File: src/rtl/operand_stack.sv
// Operand stack for the stack-machine ALU path. It supports direct push and pop, and a
// one- or two-operand fetch into registered A/B operands followed by an ALU result write-back.
module operand_stack #(
  parameter int DATA_W = 8,
  parameter int DEPTH  = 16
) (
  input  logic                     clk,
  input  logic                     rst,
  input  logic                     push,
  input  logic [DATA_W-1:0]        push_data,
  input  logic                     pop,
  input  logic                     fetch2,
  input  logic                     fetch1,
  input  logic                     wb,
  input  logic [DATA_W-1:0]        wb_data,
  input  logic                     err_clr,
  output logic [DATA_W-1:0]        a_out,
  output logic [DATA_W-1:0]        b_out,
  output logic                     opnd_valid,
  output logic [DATA_W-1:0]        tos,
  output logic [$clog2(DEPTH):0]   count,
  output logic                     full,
  output logic                     empty,
  output logic                     busy,
  output logic                     err
);

  // state  | meaning
  // IDLE   | accepts push / pop / fetch1 / fetch2
  // POP_B  | top entry moves into b_out
  // POP_A  | top entry moves into a_out
  // READY  | operands are valid and the block waits for wb

  localparam int AW = $clog2(DEPTH);
  localparam int CW = AW + 1;

  typedef enum logic [1:0] {IDLE, POP_B, POP_A, READY} state_t;

  state_t              state;
  logic [DATA_W-1:0]   mem [DEPTH];
  logic [AW-1:0]       top_idx;
  logic                mem_we;
  logic [AW-1:0]       mem_addr;
  logic [DATA_W-1:0]   mem_wdata;
  logic                err_set;

  // When the stack is full, the low bits of count wrap to 0, so top_idx still lands on DEPTH-1.
  assign top_idx = count[AW-1:0] - AW'(1);
  assign full    = (count == CW'(DEPTH));
  assign empty   = (count == '0);
  assign busy    = (state != IDLE);
  assign tos     = empty ? '0 : mem[top_idx];

  always_comb begin
    mem_we    = 1'b0;
    mem_addr  = count[AW-1:0];
    mem_wdata = push_data;
    err_set   = 1'b0;
    case (state)
      IDLE: begin
        if (fetch2) begin
          err_set = (count < CW'(2));
        end else if (fetch1) begin
          err_set = empty;
        end else if (push && pop) begin
          if (empty) begin
            err_set = 1'b1;
          end else begin
            mem_we   = 1'b1;
            mem_addr = top_idx;
          end
        end else if (push) begin
          if (full) err_set = 1'b1;
          else      mem_we  = 1'b1;
        end else if (pop) begin
          err_set = empty;
        end
      end
      READY: begin
        if (wb) begin
          mem_we    = 1'b1;
          mem_wdata = wb_data;
        end
      end
      default: ;
    endcase
  end

  always_ff @(posedge clk) begin
    if (mem_we) mem[mem_addr] <= mem_wdata;
  end

  always_ff @(posedge clk or posedge rst) begin
    if (rst) begin
      state      <= IDLE;
      count      <= '0;
      a_out      <= '0;
      b_out      <= '0;
      opnd_valid <= 1'b0;
      err        <= 1'b0;
    end else begin
      if (err_set)      err <= 1'b1;
      else if (err_clr) err <= 1'b0;

      case (state)
        IDLE: begin
          if (fetch2) begin
            if (!err_set) state <= POP_B;
          end else if (fetch1) begin
            if (!err_set) begin
              state <= POP_A;
              b_out <= '0;
            end
          end else if (push && !pop) begin
            if (!full) count <= count + CW'(1);
          end else if (pop && !push) begin
            if (!empty) count <= count - CW'(1);
          end
        end
        POP_B: begin
          b_out <= tos;
          count <= count - CW'(1);
          state <= POP_A;
        end
        POP_A: begin
          a_out      <= tos;
          count      <= count - CW'(1);
          opnd_valid <= 1'b1;
          state      <= READY;
        end
        READY: begin
          if (wb) begin
            count      <= count + CW'(1);
            opnd_valid <= 1'b0;
            state      <= IDLE;
          end
        end
        default: state <= IDLE;
      endcase
    end
  end

endmodule

File: config.mk
export PLATFORM = sky130hd
export DESIGN_NAME = operand_stack
export DESIGN_NICKNAME = d
export VERILOG_FILES = /design/src/rtl/operand_stack.sv
export SDC_FILE = /design/constraint.sdc
export NUM_CORES = 1
export LEC_CHECK = 0
export BUFFER_PORTS_ARGS = -buffer_cell sky130_fd_sc_hd__buf_2
export CORE_ASPECT_RATIO = 1.5
export CORE_MARGIN = 4
export CORE_UTILIZATION = 55
export DETAILED_ROUTE_END_ITERATION = 12
export PLACE_DENSITY = 0.79
export SETUP_SLACK_MARGIN = 0.2
export SLEW_MARGIN = 30
export SYNTH_ARGS = -nofsm -noshare
export SYNTH_HDL_FRONTEND = slang
export SYNTH_SLANG_ARGS = --single-unit
File: constraint.sdc
create_clock -name clk -period 4.5 [get_ports clk]
set_input_delay 0.45 -clock clk [delete_from_list [all_inputs] [get_ports clk]]
set_output_delay 0.45 -clock clk [all_outputs]
set_load 0.005 [all_outputs]
=== Word-level counts from Yosys, hierarchy flattened ===
Memories as Yosys holds them, arrays and structs flattened.
Cells that the tools add are included.

* Bits in writable memories: 128
* Memories: 1
* Bits in read-only memories: 0
* Register bits: 25
* Logic and storage cells: 88
* Input port bits: 24
* Output and inout bits: 34
* Latch bits: 0

* Shift-type cells: 0
* Order comparisons: 1
* $add $sub $neg: 3
* Equal/unequal tests: 13
* Mux-type cells: 48
* Bitwise operators: 0
* Div/mod/pow operators: 0
* Multipliers: 0
* Reductions and logical operators: 16

{| class="wikitable"
|+ Memory list
! memory !! words !! bits a word !! read ports !! clocked after Yosys merged registers in !! write ports !! line !! source
|-
| mem || 16 || 8 || 1 || 0 || 1 || 40 || <nowiki>logic [DATA_W-1:0] mem [DEPTH];</nowiki>
|}

{| class="wikitable"
|+ Operator list
! operator !! number
|-
| 2-to-1 mux 8 bit || 6
|-
| 2-to-1 mux 5 bit || 7
|-
| 2-to-1 mux 1 bit || 20
|-
| 2-to-1 mux 4 bit || 5
|-
| case mux 8 bit (2 select lines) || 1
|-
| case mux 5 bit (3 select lines) || 1
|-
| != test 3 bit, second input constant || 4
|-
| 2-to-1 mux 2 bit || 5
|-
| != test 2 bit, second input constant || 5
|-
| case mux 2 bit (4 select lines) || 1
|-
| nonzero test 2 bit || 4
|-
| AND reduction 6 bit || 1
|-
| adder 5 x 1 -> 5 bit, second input constant || 1
|-
| equality test 5 bit, second input constant || 1
|-
| logical NOT 5 bit || 1
|-
| less-than comparator 5 x 2 -> 1 bit, second input constant || 1
|-
| subtractor 5 x 1 -> 5 bit, second input constant || 1
|-
| equality test 2 bit, second input constant || 2
|-
| case mux 1 bit (2 select lines) || 2
|-
| AND reduction 4 bit || 1
|-
| subtractor 4 x 1 -> 4 bit, second input constant || 1
|-
| logical AND 1 bit || 3
|-
| AND reduction 3 bit || 1
|-
| equality test 2 x 1 -> 1 bit, second input constant || 1
|-
| other kinds (4) || 5
|}

=== Depth between registers and ports, before layout ===
* Depth after elaboration: 11
* Mapped depth: 13
* Mapped depth without buffers: 8

=== Least setup slack after synthesis ===
No wires, ideal clock.

* Path kind: flip-flop to flip-flop
* From: register count[0]
* To: memory mem[7][0], enable pin
* Clock period less this slack: 3.336 ns
* Buffers on the path: 4
* Arrival time: 2.966 ns
* Cell stages (with the launch flop): 13
* Setup time: 0.370 ns
* Setup slack: 1.164 ns
* Required time: 4.130 ns
* Cell sequence: dfrtp_1 -> buf_6 -> buf_2 -> inv_1 -> buf_2 -> ha_1 -> or4b_2 -> buf_2 -> inv_1 -> nor2_1 -> a21oi_1 -> nand3_1 -> nor2_1

* Cells in the longest elaborated chain, start to end: 9
* Elaborated cells on any way between the ends: 17
* Classes of those cells: 1 x add/sub; 1 x eq/ne; 14 x mux; 1 x reduce/logical

{| class="wikitable"
|+ RTL lines
! element !! line !! source
|-
| start: declaration || 21 || <nowiki>output logic [$clog2(DEPTH):0] count,</nowiki>
|-
| start signal: assignment || 115 || <nowiki>if (!full) count <= count + CW'(1);</nowiki>
|-
| start signal: assignment || 117 || <nowiki>if (!empty) count <= count - CW'(1);</nowiki>
|-
| start signal: assignment || 122 || <nowiki>count <= count - CW'(1);</nowiki>
|-
| equality test 5 bit || 49 || <nowiki>assign full = (count == CW'(DEPTH));</nowiki>
|-
| 2-to-1 mux 1 bit || 73 || <nowiki>if (full) err_set = 1'b1;</nowiki>
|-
| 2-to-1 mux 1 bit || 72 || <nowiki>end else if (push) begin</nowiki>
|-
| 2-to-1 mux 1 bit || 65 || <nowiki>end else if (push && pop) begin</nowiki>
|-
| 2-to-1 mux 1 bit || 63 || <nowiki>end else if (fetch1) begin</nowiki>
|-
| 2-to-1 mux 1 bit || 61 || <nowiki>if (fetch2) begin</nowiki>
|-
| case mux 1 bit (2 select lines) || 59 || <nowiki>case (state)</nowiki>
|-
| 2-to-1 mux 1 bit || 90 || <nowiki>if (mem_we) mem[mem_addr] <= mem_wdata;</nowiki>
|-
| 2-to-1 mux 1 bit (implied by the code) || 90 ||
|-
| end: declaration || 40 ||
|}

Several ways; a longest one is shown, not always the timed one.

=== Worst setup path in the final report ===
* From: register count[1]
* To: output port tos[2]

* Cells in the longest elaborated chain, start to end: 3
* Elaborated cells on any way between the ends: 4
* Classes of those cells: 1 x add/sub; 1 x mux; 1 x reduce/logical; 1 x memory

{| class="wikitable"
|+ RTL lines
! element !! line !! source
|-
| subtractor 4 x 1 -> 4 bit || 48 || <nowiki>assign top_idx = count[AW-1:0] - AW'(1);</nowiki>
|-
| memory read (16 x 8 bit) || - ||
|-
| 2-to-1 mux 8 bit * || 52 || <nowiki>assign tos = empty ? '0 : mem[top_idx];</nowiki>
|-
| end: declaration || 20 || <nowiki>output logic [DATA_W-1:0] tos,</nowiki>
|}

Every way passes the cells marked *; elsewhere a longest branch is shown, timed or not.

==> results.txt <==
The run finished with clean final reports. Setup repair after global routing left no endpoint under its margin. Among all cell types in the netlist, the one instantiated most often is sky130_fd_sc_hd__edfxtp_1. The residual DRC count came out at 0. The fraction of power consumed by combinational cells came out at 44.1%. At the end of routability-driven placement, the weighted congestion stood at 0.872. The die area came out at 14400 um2. The time the final worst path needs with I/O delays and setup came out at ~3.9 ns.

The final hold violation count came out at 0. The vertical extent of the die is 145 um. The floorplan core area is roughly 12000 um2. The number of vias per cell after detailed routing came out at 6.34.

In this run the horizontal extent of the chip is between 90 and 100 um. The via total after detailed routing came out at slightly above 4000. The type of the worst setup path is reg -> out. The clock insertion delay at the later pin of the skew report is roughly 0.43 ns. The first-pass GRT wire length came out at 23600 um. The arrival time of the worst setup path is between 3 and 4 ns. The final cycle utilization of the critical path came out at 87.6%. The count of fill cells added during filler insertion is 804. The internal power consumption came out at around 3800 uW.

The clock transition at the register clock pins on the worst setup and hold paths after CTS is roughly 0.070 ns. The portion of synthesized cell area occupied by the leading cell type is 56.0%. The delay of the slowest cell on the worst path is a little over 0.7 ns. The power per unit of standard cell area came out at between 700 and 800 nW/um2. CTS placed an instance of sky130_fd_sc_hd__clkbuf_16 at the clock tree root.

The register-to-register setup slack is a little over 0.7 ns. The sequential-to-total area share from yosys stat came out at 65.1%. The number of different library cells in the post-synthesis netlist is 55.

Headroom to the max-slew limit came out at between 40% and 50%. The initialized floorplan defines 49 standard-cell rows. The share of layout cells above drive strength 1 came out at a little under a third. The sink count of the clock tree came out at 153. The placed wire-length estimate is 10100 um. The portion of total power attributed to the clock network came out at 24.6%. The number of H-tree levels is 4. The area overhead of the layout relative to synthesis is 13.8%. Counting flops and latches in the post-synthesis netlist gives 153. The number of antenna violations at the first check in global routing came out at 0. The leakage power of the design is around 0.0028 uW. Among all flip-flop cells after synthesis, the most frequent one is sky130_fd_sc_hd__edfxtp_1. By area the synthesized netlist is led by sky130_fd_sc_hd__edfxtp_1, sky130_fd_sc_hd__dfrtp_1, sky130_fd_sc_hd__mux4_2. By count the netlist is led by sky130_fd_sc_hd__edfxtp_1, sky130_fd_sc_hd__nor2_1, sky130_fd_sc_hd__dfrtp_1, sky130_fd_sc_hd__mux2_2, sky130_fd_sc_hd__mux4_2. The residual overflow from global routing is 0. Once the clock tree was built, the resizer swapped 0 gates to a different size. The post-CTS setup-driven buffer insertion count came out at 0. TritonCTS built the clock tree. The sequential cells in the finished layout cover a total of ~4500 um2. The number of global-route vias before repair is about 4100.

The net switching fraction of the power is 35.8%. The power spent charging and discharging nets is between 2000 and 2500 uW. The post-detailed-placement cell area is between 7000 and 8000 um2. In this run the worst hold path is classified as in -> async. The worst setup path is captured at an output pin. The number of hold buffers added after CTS was 0. The highest clock frequency the design can meet is roughly 250 MHz. The final worst clock skew is 0.0121 ns. The number of placed instances, taps included, is roughly 610. The filler-free cell count of the finished design is around 640. The number of nets produced by synthesis came out at between 400 and 500.

The count of nets after finishing is about 510. The all-layer global routing usage came out at between 20% and 30%. The area used by multi-input combinational logic is between 2000 and 2500 um2. The final count of pins violating max slew came out at 0. The mapped cell area is slightly below 7000 um2. The minimum setup slack in the final design came out at between 0.5 and 0.6 ns.

The maximum number of pins on one net before global-route repair came out at 26. The post-detailed-route count of antenna-violating nets is 0. The number of DRC markers in iteration 0 came out at 470. 58 I/O pins were placed. The instance count of the mapped netlist is between 400 and 500. VDD sags by at most approximately 0.34 mV. The number of synthesized flops with an enable pin is between 100 and 150. The average instance area after synthesis is ~17 um2. Traced cell by cell, the critical path runs through inv_1 -> ha_1 -> xor2_4 -> mux4_1 -> mux2i_1 -> a211oi_1 -> buf_2.

Max-cap violations in this run came to 0. The total negative setup slack came out at 0 ns. The routed length per instance is around 24 um. Of all cell types, the one taking the most synthesized area is sky130_fd_sc_hd__edfxtp_1. For this run, the number of Yosys warnings is 0. The data required time at the worst endpoint came out at 4.05 ns. The cell type of the slowest stage on the worst timing path is sky130_fd_sc_hd__xor2_4.

Setup violations remaining at the end of the flow were counted as 0. STA classifies the critical path startpoint as a flip-flop. In this run, CTS created clock tree buffers numbering 17.

The worst-case setup slack after placement came out at 0.818 ns. The transition time at the pin with the least slew margin came out at 0.838 ns. The number of buffers on the longest clock path came out at 2.

The maximum fanout count along the critical path is 19. The aggregate routed wire length came out at 15100 um. Once layout is done, the placed cells without fillers occupy ~7800 um2.

The share of total power in sequential cells came out at a little under a third. Before antenna repair, the detailed router went through 5 iterations. The number of antenna diodes in the final layout is 0. The proportion of register bits with asynchronous set or reset after synthesis is 16.3%. The initial core utilization is between 50% and 60%. The count of port buffers added during placement is between 50 and 60.
layout make-up:
cell class	count	area share, %
clock buffer	18	5.49
clock inverter	14	2.18
inverter	14	0.673
multi-input combinational	225	28.0
sequential	153	57.2
tap	153	2.45
timing repair buffer	61	4.04
kinds of logic after synthesis:
logic type	count (synthesis)	synth area share, %
flops	153	65.1
mux	67	16.8
buf+inv	36	3.06
fa+ha+maj	9	1.64
compound gates	60	6.44
xor+xnor	5	0.912
simple gates	84	6.03
state kept, by name (all words and copies together), names as in the netlist:
register	cells
opnd_valid	1
state	2
a_out	8
err	1
b_out	8
mem	128
count	5
power by group through the flow:
stage               Combinational, uW  Clock [uW]  Sequential [uW]
global placement                 2520           0             1870
floorplan                        2000           0             1830
global route                     2830        1530             1880
CTS                              2620        1470             1860
finish                           2620        1460             1860
detailed placement               2590           0             1880
stage by stage:
stage	util, %	hold WS (ns)	power (uW)
2_1_floorplan	-	0.477	3830
3_3_place_gp	59.7	0.483	4400
6_report	64.7	0.0671	5940
3_5_place_dp	59.7	0.494	4470
4_1_cts	64.7	0.264	5940
5_1_grt	64.7	0.112	6240
per-layer routing:
| metal | GRT usage (%) | vias to the layer above | part of all wire (%) |
|---|---|---|---|
| met5 | 0 | - | 0 |
| met4 | 13.0 | 0 | 5.1 |
| met3 | 5.56 | 62 | 7.0 |
| met2 | 37.3 | 218 | 50 |
| met1 | 26.9 | 2004 | 38 |
| li1 | - | 1760 | - |
path summary, 6_finish.rpt:
check                         start          to  cells after the start
max                        count[1]      tos[2]                      7
min                             rst    a_out[7]                      2
max reg2reg                count[0]  mem[13][3]                      9
min reg2reg                a_out[0]    a_out[0]                      1
max in group asynchronous       rst         err                      2
min in group clk                 wb  opnd_valid                      2
layout by cell type, fill, tap and decap left out, drive strengths merged, types with 3 or more instances in the layout:
master / Yosys / final
mux2: 25 / 25
dfrtp: 25 / 25
nand2b: 4 / 4
a22o: 3 / 3
bufinv: 0 / 3
a221o: 8 / 8
buf: 14 / 61
clkbuf: 8 / 18
edfxtp: 128 / 128
ha: 9 / 9
mux4: 33 / 33
a21oi: 13 / 13
clkinv: 0 / 5
a221oi: 3 / 3
nand3: 8 / 8
o21ai: 11 / 11
nor2: 42 / 42
nand2: 10 / 10
inv: 14 / 18
nor3: 4 / 4
mux2i: 9 / 9
a211oi: 7 / 7
xnor2: 3 / 3
critical path, delay by kind of cell, from the launching register on:
family	cells	cell delay, ns
adder cells (fa/ha/maj)	1	0.49
XOR/XNOR	1	0.72
flip-flops	1	0.49
buffers and inverters	2	0.34
multiplexers	2	0.87
AO/OA/AOI/OAI	1	0.14
Note: power is estimated with default switching activity, not from simulation.
